--- src/rtl/fdivsqrt_pkg.sv ---
// Shared definitions for the divide/sqrt scheduler: FSM states,
// op encodings and requester port ids.
package fdivsqrt_pkg;

  typedef enum logic [2:0] {
    ST_IDLE,
    ST_START,
    ST_WAIT,
    ST_RESP,
    ST_ABORT
  } sched_state_e;

  localparam logic OP_DIV  = 1'b0;
  localparam logic OP_SQRT = 1'b1;

  localparam logic PORT0 = 1'b0;
  localparam logic PORT1 = 1'b1;

endpackage

--- src/rtl/fdivsqrt_sched_if.sv ---
// Bundle of request, unit-handshake and response signals around the
// divide/sqrt scheduler. slave = scheduler view, master = surroundings.
interface fdivsqrt_sched_if #(
  parameter int TAG_W = 3
) ();

  logic             req0_valid;
  logic             req0_ready;
  logic             req0_op;
  logic [TAG_W-1:0] req0_tag;
  logic             req1_valid;
  logic             req1_ready;
  logic             req1_op;
  logic [TAG_W-1:0] req1_tag;
  logic             flush0;
  logic             flush1;

  logic             du_start;
  logic             du_op_type;
  logic             du_sel;
  logic             du_reset;
  logic             du_done;
  logic             du_error;

  logic             rsp_valid;
  logic             rsp_ready;
  logic             rsp_id;
  logic [TAG_W-1:0] rsp_tag;
  logic             rsp_err;
  logic             busy;

  modport slave (
    input  req0_valid, req0_op, req0_tag,
    input  req1_valid, req1_op, req1_tag,
    input  flush0, flush1,
    input  du_done, du_error,
    input  rsp_ready,
    output req0_ready, req1_ready,
    output du_start, du_op_type, du_sel, du_reset,
    output rsp_valid, rsp_id, rsp_tag, rsp_err,
    output busy
  );

  modport master (
    output req0_valid, req0_op, req0_tag,
    output req1_valid, req1_op, req1_tag,
    output flush0, flush1,
    output du_done, du_error,
    output rsp_ready,
    input  req0_ready, req1_ready,
    input  du_start, du_op_type, du_sel, du_reset,
    input  rsp_valid, rsp_id, rsp_tag, rsp_err,
    input  busy
  );

endinterface

--- src/rtl/fdivsqrt_sched_rr_arb2.sv ---
// Two-input round-robin arbiter. With both inputs eligible the port named
// by the pointer wins; on accept the pointer moves to the losing port.
module rr_arb2
  import fdivsqrt_pkg::*;
(
  input  logic       clk,
  input  logic       reset,
  input  logic [1:0] elig,
  input  logic       accept,
  output logic [1:0] grant
);

  logic ptr;

  // Grant selection: single requester wins outright, pointer breaks ties
  always_comb begin
    grant = elig;
    if (elig == 2'b11) begin
      grant = (ptr == PORT1) ? 2'b10 : 2'b01;
    end
  end

  // Pointer update: after a grant, favour the port that was not granted
  always_ff @(posedge clk) begin
    if (reset) begin
      ptr <= PORT0;
    end else if (accept && (grant != '0)) begin
      ptr <= grant[0] ? PORT1 : PORT0;
    end
  end

endmodule

--- src/rtl/fdivsqrt_sched.sv ---
// Scheduler sharing one iterative divide/sqrt unit between two requesters.
// Optional feature macro: FDIVSQRT_WATCHDOG_EN (WAIT-state timeout).
module fdivsqrt_sched
  import fdivsqrt_pkg::*;
#(
  parameter int TAG_W       = 3,
  parameter int WDOG_CYCLES = 40
) (
  input logic             clk,
  input logic             reset,
  fdivsqrt_sched_if.slave bus
);

  sched_state_e     state;
  logic [1:0]       elig;
  logic [1:0]       grant;
  logic             accept;
  logic             gnt_id;
  logic             gnt_op;
  logic [TAG_W-1:0] gnt_tag;
  logic             owner_flush;
  logic             wdog_hit;

  logic             du_start_q;
  logic             du_op_q;
  logic             du_reset_q;
  logic             owner_q;
  logic             rsp_valid_q;
  logic [TAG_W-1:0] rsp_tag_q;
  logic             rsp_err_q;
  logic             busy_q;

  assign elig = {bus.req1_valid & ~bus.flush1, bus.req0_valid & ~bus.flush0};

  rr_arb2 u_arb (
    .clk    (clk),
    .reset  (reset),
    .elig   (elig),
    .accept (accept),
    .grant  (grant)
  );

  assign accept  = (state == ST_IDLE) && (grant != '0);
  assign gnt_id  = grant[1] ? PORT1 : PORT0;
  assign gnt_op  = (gnt_id == PORT1) ? bus.req1_op : bus.req0_op;
  assign gnt_tag = (gnt_id == PORT1) ? bus.req1_tag : bus.req0_tag;

  assign owner_flush = (owner_q == PORT1) ? bus.flush1 : bus.flush0;

  assign bus.req0_ready = (state == ST_IDLE) && grant[0];
  assign bus.req1_ready = (state == ST_IDLE) && grant[1];
  assign bus.du_start   = du_start_q;
  assign bus.du_op_type = du_op_q;
  assign bus.du_sel     = owner_q;
  assign bus.rsp_valid  = rsp_valid_q;
  assign bus.rsp_id     = owner_q;
  assign bus.rsp_tag    = rsp_tag_q;
  assign bus.rsp_err    = rsp_err_q;
  assign bus.busy       = busy_q;

`ifdef FDIVSQRT_WATCHDOG_EN
  logic [5:0] wdog_cnt;

  // Watchdog counter: cleared while entering WAIT, counts WAIT cycles
  always_ff @(posedge clk) begin
    if (reset) begin
      wdog_cnt <= '0;
    end else if (state == ST_START) begin
      wdog_cnt <= '0;
    end else if (state == ST_WAIT) begin
      wdog_cnt <= wdog_cnt + 6'd1;
    end
  end

  assign wdog_hit = (state == ST_WAIT) && (wdog_cnt == 6'(WDOG_CYCLES - 1));
  // The timeout abort must hit the unit in the expiry cycle itself, so it is
  // ORed in combinationally; flush and du_done in that cycle suppress it.
  assign bus.du_reset = du_reset_q | (wdog_hit & ~bus.du_done & ~owner_flush);
`else
  // Timeout compiled out: WAIT is held until du_done or a flush
  assign wdog_hit     = (WDOG_CYCLES < 0);
  assign bus.du_reset = du_reset_q;
`endif

  // Control FSM with registered unit and response outputs
  always_ff @(posedge clk) begin
    if (reset) begin
      state       <= ST_IDLE;
      du_start_q  <= 1'b0;
      du_op_q     <= OP_DIV;
      du_reset_q  <= 1'b0;
      owner_q     <= PORT0;
      rsp_valid_q <= 1'b0;
      rsp_tag_q   <= '0;
      rsp_err_q   <= 1'b0;
      busy_q      <= 1'b0;
    end else begin
      du_start_q <= 1'b0;
      du_reset_q <= 1'b0;
      unique case (state)
        ST_IDLE: begin
          if (accept) begin
            state      <= ST_START;
            du_start_q <= 1'b1;
            du_op_q    <= gnt_op;
            owner_q    <= gnt_id;
            rsp_tag_q  <= gnt_tag;
            busy_q     <= 1'b1;
          end
        end
        ST_START: begin
          state <= ST_WAIT;
        end
        ST_WAIT: begin
          if (owner_flush) begin
            state      <= ST_ABORT;
            du_reset_q <= 1'b1;
          end else if (bus.du_done) begin
            state       <= ST_RESP;
            rsp_valid_q <= 1'b1;
            rsp_err_q   <= bus.du_error;
          end else if (wdog_hit) begin
            state       <= ST_RESP;
            rsp_valid_q <= 1'b1;
            rsp_err_q   <= 1'b1;
          end
        end
        ST_RESP: begin
          if (owner_flush || bus.rsp_ready) begin
            state       <= ST_IDLE;
            rsp_valid_q <= 1'b0;
            busy_q      <= 1'b0;
          end
        end
        ST_ABORT: begin
          state  <= ST_IDLE;
          busy_q <= 1'b0;
        end
        default: begin
          state  <= ST_IDLE;
          busy_q <= 1'b0;
        end
      endcase
    end
  end

endmodule

--- src/flat_wrapper.sv ---
// flat-port wrapper written by rule: the top's interface ports become plain ports
module fdivsqrt_sched_flat import fdivsqrt_pkg::*;
#(
  parameter int TAG_W       = 3,
  parameter int WDOG_CYCLES = 40
)
  (clk, reset, bus_req0_valid, bus_req0_op, bus_req0_tag, bus_req1_valid, bus_req1_op, bus_req1_tag, bus_flush0, bus_flush1, bus_du_done, bus_du_error, bus_rsp_ready, bus_req0_ready, bus_req1_ready, bus_du_start, bus_du_op_type, bus_du_sel, bus_du_reset, bus_rsp_valid, bus_rsp_id, bus_rsp_tag, bus_rsp_err, bus_busy);
  fdivsqrt_sched_if #(.TAG_W(TAG_W)) bus_i ();
  input logic clk;
  input logic reset;
  input wire logic [$bits(bus_i.req0_valid)-1:0] bus_req0_valid;
  input wire logic [$bits(bus_i.req0_op)-1:0] bus_req0_op;
  input wire logic [$bits(bus_i.req0_tag)-1:0] bus_req0_tag;
  input wire logic [$bits(bus_i.req1_valid)-1:0] bus_req1_valid;
  input wire logic [$bits(bus_i.req1_op)-1:0] bus_req1_op;
  input wire logic [$bits(bus_i.req1_tag)-1:0] bus_req1_tag;
  input wire logic [$bits(bus_i.flush0)-1:0] bus_flush0;
  input wire logic [$bits(bus_i.flush1)-1:0] bus_flush1;
  input wire logic [$bits(bus_i.du_done)-1:0] bus_du_done;
  input wire logic [$bits(bus_i.du_error)-1:0] bus_du_error;
  input wire logic [$bits(bus_i.rsp_ready)-1:0] bus_rsp_ready;
  output wire logic [$bits(bus_i.req0_ready)-1:0] bus_req0_ready;
  output wire logic [$bits(bus_i.req1_ready)-1:0] bus_req1_ready;
  output wire logic [$bits(bus_i.du_start)-1:0] bus_du_start;
  output wire logic [$bits(bus_i.du_op_type)-1:0] bus_du_op_type;
  output wire logic [$bits(bus_i.du_sel)-1:0] bus_du_sel;
  output wire logic [$bits(bus_i.du_reset)-1:0] bus_du_reset;
  output wire logic [$bits(bus_i.rsp_valid)-1:0] bus_rsp_valid;
  output wire logic [$bits(bus_i.rsp_id)-1:0] bus_rsp_id;
  output wire logic [$bits(bus_i.rsp_tag)-1:0] bus_rsp_tag;
  output wire logic [$bits(bus_i.rsp_err)-1:0] bus_rsp_err;
  output wire logic [$bits(bus_i.busy)-1:0] bus_busy;
  assign bus_i.req0_valid = bus_req0_valid;
  assign bus_i.req0_op = bus_req0_op;
  assign bus_i.req0_tag = bus_req0_tag;
  assign bus_i.req1_valid = bus_req1_valid;
  assign bus_i.req1_op = bus_req1_op;
  assign bus_i.req1_tag = bus_req1_tag;
  assign bus_i.flush0 = bus_flush0;
  assign bus_i.flush1 = bus_flush1;
  assign bus_i.du_done = bus_du_done;
  assign bus_i.du_error = bus_du_error;
  assign bus_i.rsp_ready = bus_rsp_ready;
  assign bus_req0_ready = bus_i.req0_ready;
  assign bus_req1_ready = bus_i.req1_ready;
  assign bus_du_start = bus_i.du_start;
  assign bus_du_op_type = bus_i.du_op_type;
  assign bus_du_sel = bus_i.du_sel;
  assign bus_du_reset = bus_i.du_reset;
  assign bus_rsp_valid = bus_i.rsp_valid;
  assign bus_rsp_id = bus_i.rsp_id;
  assign bus_rsp_tag = bus_i.rsp_tag;
  assign bus_rsp_err = bus_i.rsp_err;
  assign bus_busy = bus_i.busy;
  fdivsqrt_sched #(.TAG_W(TAG_W), .WDOG_CYCLES(WDOG_CYCLES)) u_core (.clk(clk), .reset(reset), .bus(bus_i));
endmodule
--- config.mk ---
export PLATFORM = sky130hd
export DESIGN_NAME = fdivsqrt_sched_flat
export DESIGN_NICKNAME = d
export VERILOG_FILES = /design/src/rtl/fdivsqrt_pkg.sv /design/src/rtl/fdivsqrt_sched_if.sv /design/src/rtl/fdivsqrt_sched_rr_arb2.sv /design/src/rtl/fdivsqrt_sched.sv /design/src/flat_wrapper.sv
export SDC_FILE = /design/constraint.sdc
export NUM_CORES = 1
export LEC_CHECK = 0
export BUFFER_PORTS_ARGS = -buffer_cell sky130_fd_sc_hd__buf_2
export CORE_MARGIN = 2
export CORE_UTILIZATION = 40
export DETAILED_ROUTE_END_ITERATION = 7
export PLACE_DENSITY = 0.69
export SYNTH_ARGS = -nofsm -noshare
export SYNTH_HDL_FRONTEND = slang
export SYNTH_SLANG_ARGS = --single-unit
--- constraint.sdc ---
create_clock -name clk -period 2 [get_ports clk]
set_clock_uncertainty 0.2 [all_clocks]
set_input_delay 0.3 -clock clk [delete_from_list [all_inputs] [get_ports clk]]
set_output_delay 0.3 -clock clk [all_outputs]
set_load 0.1 [all_outputs]
==> impl_metrics.ini <==
[outcome]
status = finished, final reports clean

[clocking]
cts_tree = done
cts_buffers = 3
cts_root_buf = clkbuf_4
clkSinkCount = 14
clk_pin_slew_worst_paths_ns = 0.09
insertion_delay_ns = 0.28
htreeDepth = 1
cts_hold_buf = 0
clockBufferDepth = 2

[placement]
placed_cells = 111
port_buffers = 29
pre_cts_ws_ns = 0.290
finalWeightedCongestion = 0.730
place_hpwl_um = 1070

[cells_and_area]
layout_common_cells = buf_2, dfxtp_1, a21oi_1
layout.nets = 117
utilization = 0.583
final_common_cell = buf_2
fin_cells = 115
final_layout_size_suffix_gt1_frac = 0.495
fillCellCount = 147
synthToLayoutAreaGrowth_pct = 34.5
antenna_cells = 0

[sta]
rsz0062_at_grt = yes
max_freq_mhz = 506
period_minus_slack_ns = 1.98
finalMaxSlewViolations = 0
worst_pin_slew_ns = 0.487
hold_viol = 0
max_slew_margin = 0.677
finalSetupViolCount = 0
worst_slack_ns = 0.0239
period_share = 0.988

[worst_setup_path]
crit_fanout = 5
slowest_delay_ns = 0.42
crit_path_start_kind = flop
crit_arrival_ns = 1.48
worstPathRequired_ns = 1.50
critPathKind = flop to primary output
cp-end-kind = primary output
slowest_stage = or3_4
cp_cell_sequence = or3_4 > a211oi_4 > buf_12

[die]
start_util = 0.433
die_w_um = 44.9
die_h_um = 44.9
ios = 30
dieArea_um2 = 2010
row_count = 14
core_area_um2 = 1540

[power]
seqPwrFrac = 0.366
p_clk_frac = 0.236
p_leak_uw = 0.000403
finalPower_uw = 880
switching_share = 0.425
power.density_nw_per_um2 = 979
vdd_ir_drop_max_v = 0.000423
switching_power_uw = 374
p_comb_frac = 0.399
p_int_uw = 506

[global_route]
grt_pass1_wl_um = 2470
grtUsageTotal = 0.166
grt_pass1_vias = 583
grt_max_degree = 12
grt_overflow = 0
grt_antenna_before_repair = 0

[drt]
dr.pass1.iters = 3
final_antenna_net_count = 0
dr_total_vias = 607
drtIter0Drc = 8
wl_um = 1390
drc = 0
viasPerCell = 5.28
wl_per_cell_um = 12.1

[synthesis]
yosysWarnings = 0
syn_area_um2 = 668
ys_seq_elements = 14
syn_nets = 85
avgSynthCellArea_um2 = 9.83
syn_inst = 68
synth.distinct_cells = 28
yosysSeqAreaShare = 0.419

[flow_run]
maxCapViolations = 0

[worst_hold_path]
hold_path_class = input pin to flop
[synth_stat cells]
cell type	instances	area, µm²
dfxtp_1	14	280
a21oi_1	6	30.0
nor2_1	5	18.8
o21ai_0	5	25.0
mux2i_1	4	40.0
nor3_1	4	20.0
a211oi_1	3	22.5
nand2b_1	3	18.8
buf_6	2	22.5
inv_1	2	7.51
nor2b_1	2	12.5
nor4b_1	2	17.5
a211oi_2	1	12.5
a21bo_2	1	10.0
a21oi_4	1	16.3
and2_2	1	7.51
buf_1	1	3.75
buf_4	1	7.51
mux2_2	1	11.3
nand3_1	1	5.00
nor3_2	1	10.0
nor3_4	1	16.3
nor4_1	1	6.26
o211ai_1	1	7.51
o21a_1	1	7.51
o21ai_2	1	8.76
o311a_2	1	11.3
or3_4	1	11.3
[stage by stage]
stage	setup TNS [ns]	instance area, µm²	hold slack (ns)
2_1_floorplan	-0.534	684	0.240
3_3_place_gp	0	861	0.265
3_5_place_dp	0	861	0.273
4_1_cts	0	898	0.0590
5_1_grt	-0.0440	898	0.0833
6_report	0	898	0.0634
[timing repair]
item / 4_1_cts / 5_1_grt
setup endpoints to repair: 1 / 2
gates resized for setup: 1 / 0
hold endpoints to repair: 0 / 0
setup buffers: 0 / 0
[final timing paths]
kind / startpoint / endpoint / slack, ns / cells past startpoint
max: u_core.state[1]$_SDFFE_PP0P_ / bus_req0_ready / 0.02 / 3
min: bus_du_error / u_core.bus.rsp_err$_SDFFE_PP0P_ / 0.06 / 3
max reg2reg: u_core.bus.du_sel$_SDFFE_PP0P_ / u_core.state[0]$_SDFFE_PP0P_ / 0.39 / 4
min reg2reg: u_core.state[2]$_SDFFE_PP0P_ / u_core.bus.busy$_SDFFE_PP0P_ / 0.28 / 1
[layer usage]
metal,global-route usage,vias up,share of wire
li1,-,309,-
met1,0.240,278,0.46
met2,0.238,16,0.47
met3,0.0240,4,0.049
met4,0.0882,0,0.017
met5,0,-,0
[registers in the layout (all words and copies together) (netlist names)]
register               cells
u_core.bus.busy            1
u_core.bus.du_op_type      1
u_core.bus.du_reset        1
u_core.bus.du_sel          1
u_core.bus.du_start        1
u_core.bus.rsp_err         1
u_core.bus.rsp_tag         3
u_core.bus.rsp_valid       1
u_core.state               3
u_core.u_arb.ptr           1
[critical path, delay by kind of cell (launching register included)]
family | cells | cell delay (ns)
and+or+nand+nor | 1 | 0.42
DFF | 1 | 0.35
AOI/OAI and AO/OA | 1 | 0.22
buffers and inverters | 1 | 0.21
[cells by family (layout without fill, tap and decap cells)]
family	Yosys count	in the layout	synth area share
compound gates	21	21	0.227
buf+inv	6	37	0.0618
flops	14	14	0.419
mux	5	5	0.0768
simple gates	22	22	0.215
[power by group through the flow]
stage	logic, µW	clock network (µW)	registers (µW)
CTS	353	211	322
global route	374	221	325
detailed placement	353	0	328
floorplan	155	0	463
finish	351	207	322
global placement	349	0	327
[area by class of cell]
cell class	instances	area, µm²	area share
multi-input combinational	48	362	0.403
sequential	14	283	0.315
inverter	2	7.51	0.00836
clock buffer	4	36.3	0.0404
tap	16	20.0	0.0223
timing repair buffer	31	190	0.212
Note: power is estimated with default switching activity, not from simulation.
